$ cat src/rtl/sad_min_tracker.sv
// sad_min_tracker
// Scans one WIN_ROWS x WIN_COLS search window of candidate SADs. It keeps the
// running minimum and its (row, col) position, pulses oRegWrite2Sum for one
// cycle after every improvement, and holds oDone once the window is finished.
//
// Optional build macro: SAD_EARLY_EXIT_EN
//   Defined   -> adds the iThreshold input. An accepted candidate with
//                iSAD <= iThreshold ends the scan early.
//   Undefined -> the full window is always scanned.
//
// Handshake: there is no back-pressure. A candidate is consumed on any
// rising edge where state is SCAN, iValid=1, iStart=0 and Rst=1. Results
// become visible one cycle later. iStart wins over iValid in the same cycle.
//
// dbg_state exposes the FSM encoding (0=IDLE, 1=SCAN, 2=DONE) so that
// checkers can bind to it.

module sad_min_tracker #(
  parameter int          SAD_WIDTH = 32,
  parameter int          WIN_ROWS  = 16,
  parameter int          WIN_COLS  = 16,
  parameter int unsigned INIT_MIN  = 50000,
  parameter bit          TIE_LAST  = 1'b1,
  localparam int         RW        = (WIN_ROWS > 1) ? $clog2(WIN_ROWS) : 1,
  localparam int         CW        = (WIN_COLS > 1) ? $clog2(WIN_COLS) : 1
) (
  input  logic                 Clk,
  input  logic                 Rst,
  input  logic                 iStart,
  input  logic                 iValid,
  input  logic [SAD_WIDTH-1:0] iSAD,
`ifdef SAD_EARLY_EXIT_EN
  input  logic [SAD_WIDTH-1:0] iThreshold,
`endif
  output logic [SAD_WIDTH-1:0] oMinSAD,
  output logic [RW-1:0]        oBestRow,
  output logic [CW-1:0]        oBestCol,
  output logic                 oRegWrite2Sum,
  output logic                 oBusy,
  output logic                 oDone,
  output logic [1:0]           dbg_state
);

  localparam logic [SAD_WIDTH-1:0] INIT_VAL = SAD_WIDTH'(INIT_MIN);
  localparam logic [RW-1:0]        ROW_LAST = RW'(WIN_ROWS - 1);
  localparam logic [CW-1:0]        COL_LAST = CW'(WIN_COLS - 1);

  typedef enum logic [1:0] {
    ST_IDLE = 2'd0,
    ST_SCAN = 2'd1,
    ST_DONE = 2'd2
  } state_t;

  state_t          state;
  state_t          state_nxt;
  logic [RW-1:0]   row_cnt;
  logic [CW-1:0]   col_cnt;

  logic            accept;
  logic            at_last;
  logic            le_min;
  logic            lt_min;
  logic            upd_base;
  logic            do_update;
  logic            early_exit;
  logic            finish_scan;

  // Candidate qualification, compare and window-end detection.
  always_comb begin
    accept   = (state == ST_SCAN) && iValid && !iStart;
    at_last  = (row_cnt == ROW_LAST) && (col_cnt == COL_LAST);
    le_min   = (iSAD <= oMinSAD);
    lt_min   = (iSAD <  oMinSAD);
    upd_base = TIE_LAST ? le_min : lt_min;
`ifdef SAD_EARLY_EXIT_EN
    // A candidate at or below the threshold is good enough: it ends the scan.
    // It also takes the minimum on equality regardless of tie mode.
    early_exit = (iSAD <= iThreshold);
    do_update  = early_exit ? le_min : upd_base;
`else
    early_exit = 1'b0;
    do_update  = upd_base;
`endif
    finish_scan = accept && (at_last || early_exit);
  end

  // FSM state register.
  always_ff @(posedge Clk) begin
    if (!Rst) begin
      state <= ST_IDLE;
    end else begin
      state <= state_nxt;
    end
  end

  // FSM next-state logic. iStart restarts from any state.
  always_comb begin
    state_nxt = state;
    if (iStart) begin
      state_nxt = ST_SCAN;
    end else begin
      case (state)
        ST_IDLE: state_nxt = ST_IDLE;
        ST_SCAN: if (finish_scan) state_nxt = ST_DONE;
        ST_DONE: state_nxt = ST_DONE;
        default: state_nxt = ST_IDLE;
      endcase
    end
  end

  // FSM-decoded status outputs.
  always_comb begin
    oBusy     = (state == ST_SCAN);
    oDone     = (state == ST_DONE);
    dbg_state = state;
  end

  // Running minimum, best position, raster counters and the write pulse.
  always_ff @(posedge Clk) begin
    if (!Rst) begin
      oMinSAD       <= INIT_VAL;
      oBestRow      <= '0;
      oBestCol      <= '0;
      row_cnt       <= '0;
      col_cnt       <= '0;
      oRegWrite2Sum <= 1'b0;
    end else begin
      oRegWrite2Sum <= 1'b0;
      if (iStart) begin
        oMinSAD  <= INIT_VAL;
        oBestRow <= '0;
        oBestCol <= '0;
        row_cnt  <= '0;
        col_cnt  <= '0;
      end else if (accept) begin
        if (do_update) begin
          oMinSAD       <= iSAD;
          oBestRow      <= row_cnt;
          oBestCol      <= col_cnt;
          oRegWrite2Sum <= 1'b1;
        end
        // Counters return to the origin when the scan ends so the next
        // window starts clean even before iStart clears them.
        if (at_last || early_exit) begin
          row_cnt <= '0;
          col_cnt <= '0;
        end else if (col_cnt == COL_LAST) begin
          col_cnt <= '0;
          row_cnt <= row_cnt + 1'b1;
        end else begin
          col_cnt <= col_cnt + 1'b1;
        end
      end
    end
  end

endmodule
$ cat config.mk
export PLATFORM = sky130hd
export DESIGN_NAME = sad_min_tracker
export DESIGN_NICKNAME = d
export VERILOG_FILES = /design/src/rtl/sad_min_tracker.sv
export SDC_FILE = /design/constraint.sdc
export NUM_CORES = 1
export LEC_CHECK = 0
export ABC_AREA = 1
export BUFFER_PORTS_ARGS = -buffer_cell sky130_fd_sc_hd__clkbuf_2
export CORE_MARGIN = 2
export CORE_UTILIZATION = 35
export DETAILED_ROUTE_END_ITERATION = 6
export GPL_TIMING_DRIVEN = 0
export PLACE_DENSITY = 0.58
export SYNTH_ARGS = -nofsm -noshare
export SYNTH_HDL_FRONTEND = slang
export SYNTH_SLANG_ARGS = --single-unit
export TNS_END_PERCENT = 1
$ cat constraint.sdc
create_clock -name Clk -period 4.2 [get_ports Clk]
set_input_delay 0.42 -clock Clk [delete_from_list [all_inputs] [get_ports Clk]]
set_output_delay 0.42 -clock Clk [all_outputs]
set_load 0.02 [all_outputs]
### After elaboration in Yosys (flattened, before gate mapping)

Cells that the tools add are included.

* register bits: 51
* input port bits: 36
* output and inout bits: 45
* logic and storage cells: 37

* add/sub/neg operators: 2
* $lt $le $gt $ge: 1
* equality and inequality tests: 6
* multiplexer cells: 8
* bitwise logic cells: 2
* reductions and logical operators: 10

Operators with widths (count)
* 32-bit <= comparator: 1
* 4-bit two-way mux: 4
* 4-bit by 1-bit adder with 4-bit output, second input constant: 2
* 4-bit equality test, second input constant: 2
* 1-bit logical AND: 4
* 2-bit one-hot mux with 2 select lines: 1
* 2-bit AND reduction: 2
* 3-bit by 2-bit inequality test with 1-bit output, second input constant: 1
* 3-bit OR reduction: 1
* 2-bit by 1-bit equality test with 1-bit output, second input constant: 1
* 2-bit equality test, second input constant: 1
* 1-bit two-way mux: 2
* 2-bit two-way mux: 1
* 2-bit by 1-bit inequality test with 1-bit output, second input constant: 1
* 1-bit NOT: 2
* 2-bit nonzero test: 1
* 2-bit OR reduction: 1
* 1-bit logical NOT: 1

### Longest topological paths before layout

Gate-level depths: netlist of run 1.

* depth after elaboration: 7
* mapped depth: 18
* gate-level depth less buffers: 17

### Worst setup path before layout of run 1

No wires, ideal clock.

* path type: register -> register
* from: register oMinSAD[31]
* to: register oBestRow[0]
* setup time: 0.115 ns
* data arrival time: 1.779 ns
* required time: 4.085 ns
* slack: 2.306 ns
* stages on the path, launching flop included: 13
* path buffers: 1
* clock period less this slack: 1.894 ns
* cells stage by stage: dfxtp_1 inv_1 ha_1 nand2_1 nor2_2 nand2_2 nor4_4 nand2_1 nand2_1 nand2_4 buf_4 a21oi_1 nor2_1

* cells in the longest elaborated chain, start to end: 2

RTL lines
* start: declaration: line 35 `output logic [SAD_WIDTH-1:0] oMinSAD,`
* start signal: assignment: line 137 `oMinSAD <= iSAD;`
* 32-bit <= comparator: line 72 `le_min = (iSAD <= oMinSAD);`
* 2-bit AND reduction (no line)
* end signal: assignment: line 138 `oBestRow <= row_cnt;`
* end: declaration: line 36 `output logic [RW-1:0] oBestRow,`

No other way between the ends.
A chain may end at the register's enable or synchronous reset.

### Worst setup path after layout of run 1

* from: register state[0], in the netlist dbg_state[0]
* to: register oMinSAD[0]

* cells in the longest elaborated chain, start to end: 4

RTL lines
* start: declaration: line 54 `state_t state;`
* start signal: assignment: line 92 `state <= state_nxt;`
* 2-bit by 1-bit equality test with 1-bit output: line 70 `accept = (state == ST_SCAN) && iValid && !iStart;`
* 1-bit logical AND (2 in a row): line 70
* 2-bit AND reduction (no line)

No other way between the ends.

==> run_results.csv, run 1 <==
group,metric,value,unit
route,postRouteAntennaNets,0,
setup_path,worstSetupEndpointType,"flip-flop",
clock_network,cts_tree,"built",
route,dr.pass1.iters,4,
yosys,synth-edff-count,0,
setup_path,r2r_setup_slack,2.18,ns
setup_path,cp_top_family,"buffers and inverters",
route,initialDrtViolationCount,155,
timing,fmax,495.6,MHz
placed_design,hpwlAfterDp,6017,um
yosys,synth_area_per_cell,6.883,um2
finish,fin_nets,604,
yosys,ys_seq_area_share,33.33,%
setup_path,cp_cell_sequence,"ha_1 -> nand3_1 -> inv_1 -> buf_2 -> buf_1 -> a21oi_1 -> nor2_1",
route,drt-total-wl,7756,um
timing,rsz0062_at_grt,"false",
floorplanning,die-area,9516,um2
floorplanning,core_area,8593,um2
clock_network,cts_root_buffer,"clkbuf_8",
clock_network,cts_hold_buf,0,
floorplanning,die_w,97.55,um
finish,fin_area,3671,um2
power_and_ir_drop,ir_worst_vdd,0.1158,mV
power_and_ir_drop,combPwrFrac,16.5,%
clock_network,clockBufferDepth,2,
power_and_ir_drop,p_sw_share,28.13,%
global_routing,grt_pass1_vias,2789,
placed_design,place_area,3598,um2
timing,clock_skew,0.01092,ns
timing,finalHoldViolations,0,
floorplanning,start_util,35.64,%
route,vias,2993,
yosys,synth.area.top_cells,"dfxtp_1, ha_1, nand2_1, inv_1, a21oi_1",
clock_network,htreeDepth,2,
setup_path,r2r-start,"dbg_state[0]",
power_and_ir_drop,seqPwrFrac,53.7,%
yosys,synth_compound_area_share,10.38,%
finish,diodes,0,
yosys,synth_most_common_cell,"nand2_1",
power_and_ir_drop,p_sw,0.0002568,W
yosys,synth_async_sr_flop_share,0,%
clock_network,clock_sinks,51,
yosys,synth_top_family_by_area,"simple AND/OR/NAND/NOR gates",
placed_design,place.port_buffers,80,
yosys,synth_simple_gate_area_share,27.70,%
timing,fin_crit,2.018,ns
outcome,status,"completed",
power_and_ir_drop,clockPowerShare,29.8,%
route,via_per_inst,4.684,
setup_path,cp.required,4.45,ns
timing,worst_slack,2.182,ns
finish,postLayoutCoreUtil,42.72,%
setup_path,cp_slowest_cell,"buf_1",
timing,fin_setup_tns,0,ns
clock_network,clk_pin_slew,0.10,ns
yosys,ys_ff_latch,51,
yosys,syn_inst,445,
yosys,ys_dominant_reg_cell,"dfxtp_1",
route,drc_errors,0,
setup_path,rr_endpoint,"oMinSAD[0]",
global_routing,grt_max_degree,14,
route,wl_per_cell,12.14,um
min_path,min_path_type,"primary input to flip-flop",
placed_design,place_congestion,0.8067,
yosys,synth_top_cell_area_share,33.33,%
yosys,yosysTopAreaCell,"dfxtp_1",
setup_path,crit_buf_inv,3,
yosys,ys_types,21,
setup_path,cp.arrival,2.27,ns
power_and_ir_drop,p_int,0.0006560,W
floorplanning,die_h,97.55,um
finish,drive_above_1_share,18.64,%
yosys,muxShareOfSynthArea,0,%
run,drv_cap,0,
global_routing,grt-ovfl-total,0,
yosys,synth_xor_area_share,0.5719,%
timing,setup_viol,0,
power_and_ir_drop,total_leakage_power,1.767,nW
min_path,min_to,"dbg_state[0]",
placed_design,place_ws,2.081,ns
yosys,synth.cell_area,3063,um2
yosys,ys_top_cells_by_count,"nand2_1, inv_1, a21oi_1",
min_path,hold_start,"iStart",
power_and_ir_drop,power.density,248.7,nW/um2
clock_network,post_cts_resized,0,
global_routing,antenna_found_initial,0,
finish,area_growth,19.85,%
clock_network,cts_buffers,5,
setup_path,critPathKind,"flip-flop to flip-flop",
setup_path,r2r_cells,7,
timing,maxSlewViolCount,0,
yosys,synth_warnings,0,
global_routing,grt_usage,16.73,%
min_path,hold_depth,3,
power_and_ir_drop,power,0.0009128,W
timing,fin_crit_sh,48.04,%
clock_network,postCtsSetupRepairBufs,0,
timing,slew_headroom,63.97,%
setup_path,startpoint_type,"flip-flop",
yosys,synth_fp_nets,517,
floorplanning,rows,34,
timing,worstMarginPinSlew,0.5404,ns
global_routing,grt_pass1_wl,13220,um
setup_path,max_stage_delay,0.44,ns
floorplanning,io_pins,81,
yosys,synth_fa_ha_area_share,14.71,%
setup_path,crit_fanout,10,
clock_network,clk-insertion-delay-late,0.31,ns
## logic make-up (layout without fill, tap and decap cells)
family	after synthesis	count (layout)
and+or+nand+nor	196	196
DFF	51	51
buffers and inverters	98	184
AOI/OAI and AO/OA	62	62
xor gates and xnor gates	2	2
adders and majority gates	36	36
## cell type report
type | instances | area [um2]
Buffer | 20 | 115.1
Fill cell | 929 | 4922
Tap cell | 108 | 135.1
Multi-Input combinational cell | 296 | 1634
Inverter | 78 | 292.8
Clock buffer | 6 | 72.57
Sequential cell | 51 | 1021
Timing Repair Buffer | 80 | 400.4
## worst max path at each step
stage,startpoint,end,cells after the start
floorplan,oMinSAD[31],oBestRow[0],12
global placement,iSAD[31],oMinSAD[4],12
detailed placement,iSAD[31],oMinSAD[5],12
CTS,dbg_state[0],oMinSAD[5],7
global route,dbg_state[1],oMinSAD[5],8
finish,dbg_state[0],oMinSAD[0],7
## layout by cell type (no fill, tap or decap), types with 6 or more instances in the layout
cell      count
a21oi_1      53
clkbuf_1      9
clkbuf_2     80
dfxtp_1      51
ha_1         36
inv_1        78
nand2_1      84
nand3_1      52
nand4_1       6
nor2_1       49
o21ai_0       6
## state kept, by name, summed over array words and instances (netlist names)
| name | flops |
|---|---|
| oBestCol | 4 |
| oMinSAD | 32 |
| dbg_state | 2 |
| col_cnt | 4 |
| oBestRow | 4 |
| oRegWrite2Sum | 1 |
| row_cnt | 4 |
## power by group through the flow
stage                     combinational [W]  sequential (W)  clock, W
after floorplan                   0.0000932        0.000505         0
after global placement             0.000149        0.000501         0
after detailed placement           0.000151        0.000502         0
after CTS                          0.000152        0.000490  0.000282
after global routing               0.000174        0.000491  0.000298
final                              0.000150        0.000490  0.000272
## worst reg2reg max path: stages (launching register included)
cell and delay (ns):
dfxtp_1 0.38, ha_1 0.23, nand3_1 0.21, inv_1 0.17, buf_2 0.27, buf_1 0.44, a21oi_1 0.15, nor2_1 0.12
## through the flow
stage               hold slack, ns  std cells
global placement            0.4612        633
finish                      0.3836        639
CTS                         0.3786        639
floorplan                   0.4552        445
global route                0.3966        639
detailed placement          0.4621        633
## per-layer routing
metal	vias to the layer above	routed length, um	global-route usage [%]
met3	5	458	3.022
met2	79	3395	26.31
met5	-	0	0
met1	1322	3846	24.00
li1	1587	-	-
met4	0	57	3.419
Power figures use the tool's default switching activity.
==> run 2: changes to the inputs <==
clock period = 2 ns   (was 4.2 ns; I/O delays follow)
==> run 2 against run 1 <==
  * Clock power increased by 110%
  * Fmax increased by 3.8%
  * Sequential power increased by 110%
  * Routed wire length increased by 1.4%
  * Utilization increased by 0.61 points
  * Design area increased by 1.4%
  * First-iteration DRC count increased by 23%
  * Largest cell class unchanged
  * Non-clock buffer count unchanged
  * Worst setup slack got worse by 2.1 ns
  * Cell count increased by 0.16%
  * Critical path type unchanged
  * Sequential share of layout area decreased by 0.12 points
==> run_results.csv, run 2 (synthesis results as in run 1) <==
group,metric,value,unit
route,drc_errors,0,
route,vias,3019,
placed_design,hpwlAfterDp,6017,um
global_routing,antenna_found_initial,0,
global_routing,grt_max_degree,14,
timing,fin_crit,1.943,ns
floorplanning,io_pins,81,
finish,fin_area,3724,um2
power_and_ir_drop,p_sw,0.0005435,W
route,initialDrtViolationCount,191,
setup_path,r2r_setup_slack,0.06,ns
timing,fmax,514.6,MHz
floorplanning,die-area,9516,um2
setup_path,worstSetupEndpointType,"flip-flop",
min_path,hold_depth,3,
power_and_ir_drop,ir_worst_vdd,0.2444,mV
setup_path,crit_fanout,10,
global_routing,grt_pass1_vias,2789,
clock_network,clk_pin_slew,0.09,ns
route,dr.pass1.iters,4,
power_and_ir_drop,total_leakage_power,1.792,nW
timing,finalHoldViolations,0,
min_path,min_path_type,"primary input to flip-flop",
setup_path,rr_endpoint,"oMinSAD[19]",
finish,largest-register,"oMinSAD",
timing,fin_setup_tns,0,ns
clock_network,htreeDepth,2,
run,drv_cap,0,
clock_network,clockBufferDepth,2,
outcome,status,"completed",
clock_network,cts_hold_buf,0,
power_and_ir_drop,p_int,0.001385,W
timing,clock_skew,0.008243,ns
route,drt-total-wl,7865,um
clock_network,cts_tree,"built",
power_and_ir_drop,clockPowerShare,29.6,%
route,wl_per_cell,12.29,um
setup_path,r2r-start,"oMinSAD[31]",
timing,setup_viol,0,
route,via_per_inst,4.717,
floorplanning,rows,34,
finish,fin_nets,605,
setup_path,r2r_cells,12,
clock_network,clock_sinks,51,
clock_network,clk-insertion-delay-late,0.30,ns
timing,slew_headroom,62.59,%
floorplanning,die_h,97.55,um
setup_path,startpoint_type,"flip-flop",
placed_design,place.port_buffers,80,
power_and_ir_drop,seqPwrFrac,53.4,%
floorplanning,die_w,97.55,um
floorplanning,core_area,8593,um2
timing,maxSlewViolCount,0,
timing,fin_crit_sh,97.17,%
global_routing,grt_usage,16.73,%
global_routing,grt_pass1_wl,13220,um
power_and_ir_drop,power.density,517.8,nW/um2
power_and_ir_drop,p_sw_share,28.19,%
finish,diodes,0,
floorplanning,start_util,35.64,%
clock_network,cts_buffers,5,
finish,layout_commonest_cell,"nand2_1",
timing,rsz0062_at_grt,"true",
finish,area_growth,21.57,%
clock_network,cts_root_buffer,"clkbuf_8",
finish,fin_cells,640,
timing,worstMarginPinSlew,0.5611,ns
setup_path,cp.arrival,2.14,ns
clock_network,postCtsSetupRepairBufs,0,
setup_path,cp.required,2.20,ns
placed_design,place_area,3598,um2
global_routing,grt-ovfl-total,0,
setup_path,endpoint,"oMinSAD[19]",
setup_path,critPathLaunch,"oMinSAD[31]",
route,postRouteAntennaNets,0,
power_and_ir_drop,combPwrFrac,17.1,%
placed_design,dp_cells,633,
finish,layout_common_cells,"nand2_1, clkbuf_2, inv_1",
setup_path,critPathKind,"flip-flop to flip-flop",
finish,largest_reg_flops,32,
finish,drive_above_1_share,21.99,%
placed_design,place_congestion,0.8067,
==> run 2: cell types whose count changed in the layout (fill, tap and decap cells not counted), sizes merged <==
cell,delta
buf,-2
nand2,+1
clkbuf,+2
==> run 2: final cells by class <==
class	instances	area [um2]
plain buffers	20	133.9
clock buffers	6	72.57
fillers	931	4870
inverters	78	292.8
multi-input cells	297	1658
flip-flops and latches	51	1031
well taps	108	135.1
repair buffers	80	400.4
==> run 2: per-stage QoR <==
step	total power [W]	hold slack, ns	utilization (%)	setup slack [ns]
2_1_floorplan	0.001257	0.3507	-	0.1063
3_3_place_gp	0.001366	0.4599	41.88	0.004283
3_5_place_dp	0.001371	0.4621	41.88	-0.01669
4_1_cts	0.001941	0.1586	42.75	0.007253
5_1_grt	0.002033	0.1766	43.33	-0.1271
6_report	0.001928	0.1645	43.33	0.05663
==> run 2: metal layers <==
metal / global-route usage (%) / wire length [um]
met3: 3.022 / 471
met4: 3.419 / 72
met1: 24.00 / 3901
met2: 26.31 / 3418
met5: 0 / 0
==> run 2: power groups by stage <==
stage | combinational [W] | clock (W) | sequential (W)
final | 0.000329 | 0.000570 | 0.00103
after CTS | 0.000319 | 0.000593 | 0.00103
after detailed placement | 0.000318 | 0 | 0.00105
after global routing | 0.000377 | 0.000625 | 0.00103
after floorplan | 0.000196 | 0 | 0.00106
after global placement | 0.000314 | 0 | 0.00105
==> run 2: worst max-delay path: stages (launching register included) <==
cell	delay (ns)
dfxtp_2	0.36
inv_1	0.04
ha_1	0.28
nand2_1	0.08
nor2_2	0.13
nand2_2	0.09
nor4_4	0.16
nand2_1	0.10
nand2_2	0.11
nand2_2	0.13
buf_6	0.18
a21oi_1	0.13
nor2_1	0.06
==> run 2: repair_timing <==
item,4_1_cts,5_1_grt
cloned,0,1
endpoints found under the setup margin,12,41
pin swaps,0,1
resized for setup,2,19
==> run 2: how the worst min path moves through the flow <==
stage,startpoint,to,slack [ns]
final,iStart,dbg_state[0],0.16
after floorplan,Rst,oRegWrite2Sum,0.35
after global placement,iSAD[14],oMinSAD[14],0.46
after CTS,iStart,dbg_state[0],0.16
after detailed placement,oBestCol[2],oBestCol[2],0.46
after global routing,iStart,dbg_state[0],0.18
==> run 3: changes to the inputs <==
BUFFER_PORTS_ARGS = unset   (was -buffer_cell sky130_fd_sc_hd__clkbuf_2)
DONT_BUFFER_PORTS = 1   (was unset)
PLACE_DENSITY = 0.5   (was 0.58)
==> run 3 against run 2 <==
  * The flow now finishes with violations (setup timing)
  * Clock power grew 13%
  * Sequential power is essentially flat
  * Design area shrank 8.7%
  * Utilization shrank 3.8 points
  * Worst setup slack lost 0.064 ns
  * Sequential share of layout area grew 3.9 points
==> run_results.csv, run 3 (synthesis results as in run 1) <==
group,metric,value,unit
timing,maxSlewViolCount,0,
setup_path,cp.required,2.21,ns
route,vias,2705,
setup_path,cp_slowest_cell,"dfxtp_4",
clock_network,clockBufferDepth,2,
finish,seq_area,1072,um2
timing,rsz0062_at_grt,"true",
outcome,status,"finished, violations left",
route,drc_errors,0,
global_routing,antenna_found_initial,0,
timing,worstMarginPinSlew,0.4997,ns
floorplanning,die-area,9516,um2
finish,fin_nets,526,
power_and_ir_drop,power.density,570.9,nW/um2
clock_network,cts_buffers,5,
placed_design,hpwlAfterDp,5801,um
clock_network,clk-insertion-delay-late,0.31,ns
finish,multi_input_area,1648,um2
setup_path,endpoint,"oMinSAD[31]",
floorplanning,io_pins,81,
route,dr.pass1.iters,5,
clock_network,htreeDepth,2,
global_routing,grt_pass1_vias,2644,
finish,diodes,0,
timing,finalHoldViolations,0,
route,drt-total-wl,7666,um
timing,fin_crit_sh,100.4,%
setup_path,r2r-start,"oMinSAD[31]",
finish,layout_common_cells,"nand2_1, inv_1, a21oi_1",
timing,slew_headroom,66.69,%
timing,clock_skew,0.008467,ns
finish,largest-register,"oMinSAD",
placed_design,place_congestion,0.7768,
global_routing,grt_max_degree,19,
placed_design,dp_cells,553,
timing,fin_crit,2.007,ns
route,via_per_inst,4.805,
finish,layout_commonest_cell,"nand2_1",
clock_network,clock_sinks,51,
setup_path,startpoint_type,"flip-flop",
finish,largest_reg_flops,32,
finish,fin_cells,563,
floorplanning,rows,34,
clock_network,cts_root_buffer,"clkbuf_8",
power_and_ir_drop,ir_worst_vdd,0.3410,mV
timing,setup_viol,7,
setup_path,r2r_cells,12,
floorplanning,die_w,97.55,um
global_routing,grt-ovfl-total,0,
setup_path,cp.arrival,2.21,ns
power_and_ir_drop,total_leakage_power,1.473,nW
route,wl_per_cell,13.62,um
finish,drive_above_1_share,13.85,%
power_and_ir_drop,power,0.001941,W
setup_path,max_stage_delay,0.41,ns
floorplanning,start_util,35.64,%
clock_network,cts_tree,"built",
timing,worst_slack,-0.007137,ns
min_path,min_path_type,"primary input to flip-flop",
setup_path,critPathKind,"flip-flop to flip-flop",
route,postRouteAntennaNets,0,
placed_design,place.port_buffers,0,
clock_network,clk_pin_slew,0.10,ns
setup_path,crit_fanout,10,
setup_path,rr_endpoint,"oMinSAD[31]",
setup_path,cp_cell_sequence,"inv_1 -> ha_1 -> nand2_1 -> nor2_2 -> nand2_2 -> nor4_4 -> nand2_1 -> nand2_4 -> buf_6 -> nand3_1 -> nand2_1 -> nor2_1",
global_routing,grt_pass1_wl,12830,um
setup_path,crit_buf_inv,2,
setup_path,worstSetupEndpointType,"flip-flop",
setup_path,cp_top_family,"simple AND/OR/NAND/NOR gates",
timing,fmax,498.2,MHz
setup_path,critPathLaunch,"oMinSAD[31]",
setup_path,r2r_setup_slack,-0.007,ns
finish,area_growth,10.99,%
route,initialDrtViolationCount,73,
run,drv_cap,0,
outcome,violations,"setup timing",
global_routing,grt_usage,16.53,%
setup_path,worst-path-stages,12,
floorplanning,die_h,97.55,um
floorplanning,core_area,8593,um2
finish,fillerInstances,937,
setup_path,crit_top_cell,"nand2_1",
## run 3: cell types whose count changed in the layout (fill, tap and decap cells not counted), sizes merged
cell	delta
clkbuf	-79
inv	+2
buf	-1
clkinv	+1
## run 3: cell type report
| class | instances | area share [%] |
|---|---|---|
| inverters | 78 | 8.612 |
| well taps | 108 | 3.975 |
| plain buffers | 20 | 4.380 |
| clock buffers | 5 | 2.024 |
| repair buffers | 1 | 0.2208 |
| flip-flops and latches | 51 | 31.54 |
| clock inverters | 3 | 0.7729 |
| multi-input cells | 297 | 48.47 |
## run 3: where the power goes
group	internal (W)	total (W)	switching (W)
Combinational	0.000100	0.000263	0.000163
Clock	0.000258	0.000644	0.000385
Sequential	0.00102	0.00103	0.0000169
Total	0.00138	0.00194	0.000565
## run 3: timing repair
action                                 in CTS  in global routing
hold buffers                                0                  0
setup endpoints to repair                  48                 46
endpoints found under the hold margin       0                  0
cloned                                      0                  1
gates resized for setup                    40                 15
pin swaps                                   1                  1
buffers inserted                            1                  0
## run 3: metrics by stage
step           setup slack, ns  area [um2]  hold WS, ns  util (%)  TNS [ns]
3_5_place_dp           -0.3532        3198       0.3612     37.22    -11.87
5_1_grt                -0.1956        3400      0.02649     39.56    -6.846
2_1_floorplan           0.1063        3063       0.3507         -         0
4_1_cts               -0.04608        3367     0.006838     39.18   -0.8085
6_report             -0.007137        3400      0.02500     39.56  -0.01443
3_3_place_gp           -0.3215        3198       0.3571     37.22    -10.15
## run 3: worst min path at each step
stage,cells after the start,endpoint,slack [ns],from
6_report,2,dbg_state[0],0.02,iStart
4_1_cts,2,dbg_state[0],0.007,iStart
3_3_place_gp,2,oMinSAD[9],0.36,iSAD[9]
3_5_place_dp,2,oMinSAD[14],0.36,iSAD[14]
5_1_grt,2,oMinSAD[8],0.03,iSAD[8]
2_1_floorplan,2,oRegWrite2Sum,0.35,Rst
## run 3: per-layer routing
layer  GRT usage, %  routed length [um]  vias up
li1               -                   -     1436
met1          19.05                3398     1206
met2          28.54                3492       59
met3          6.906                 738        4
met4          3.739                  38        0
met5              0                   0        -
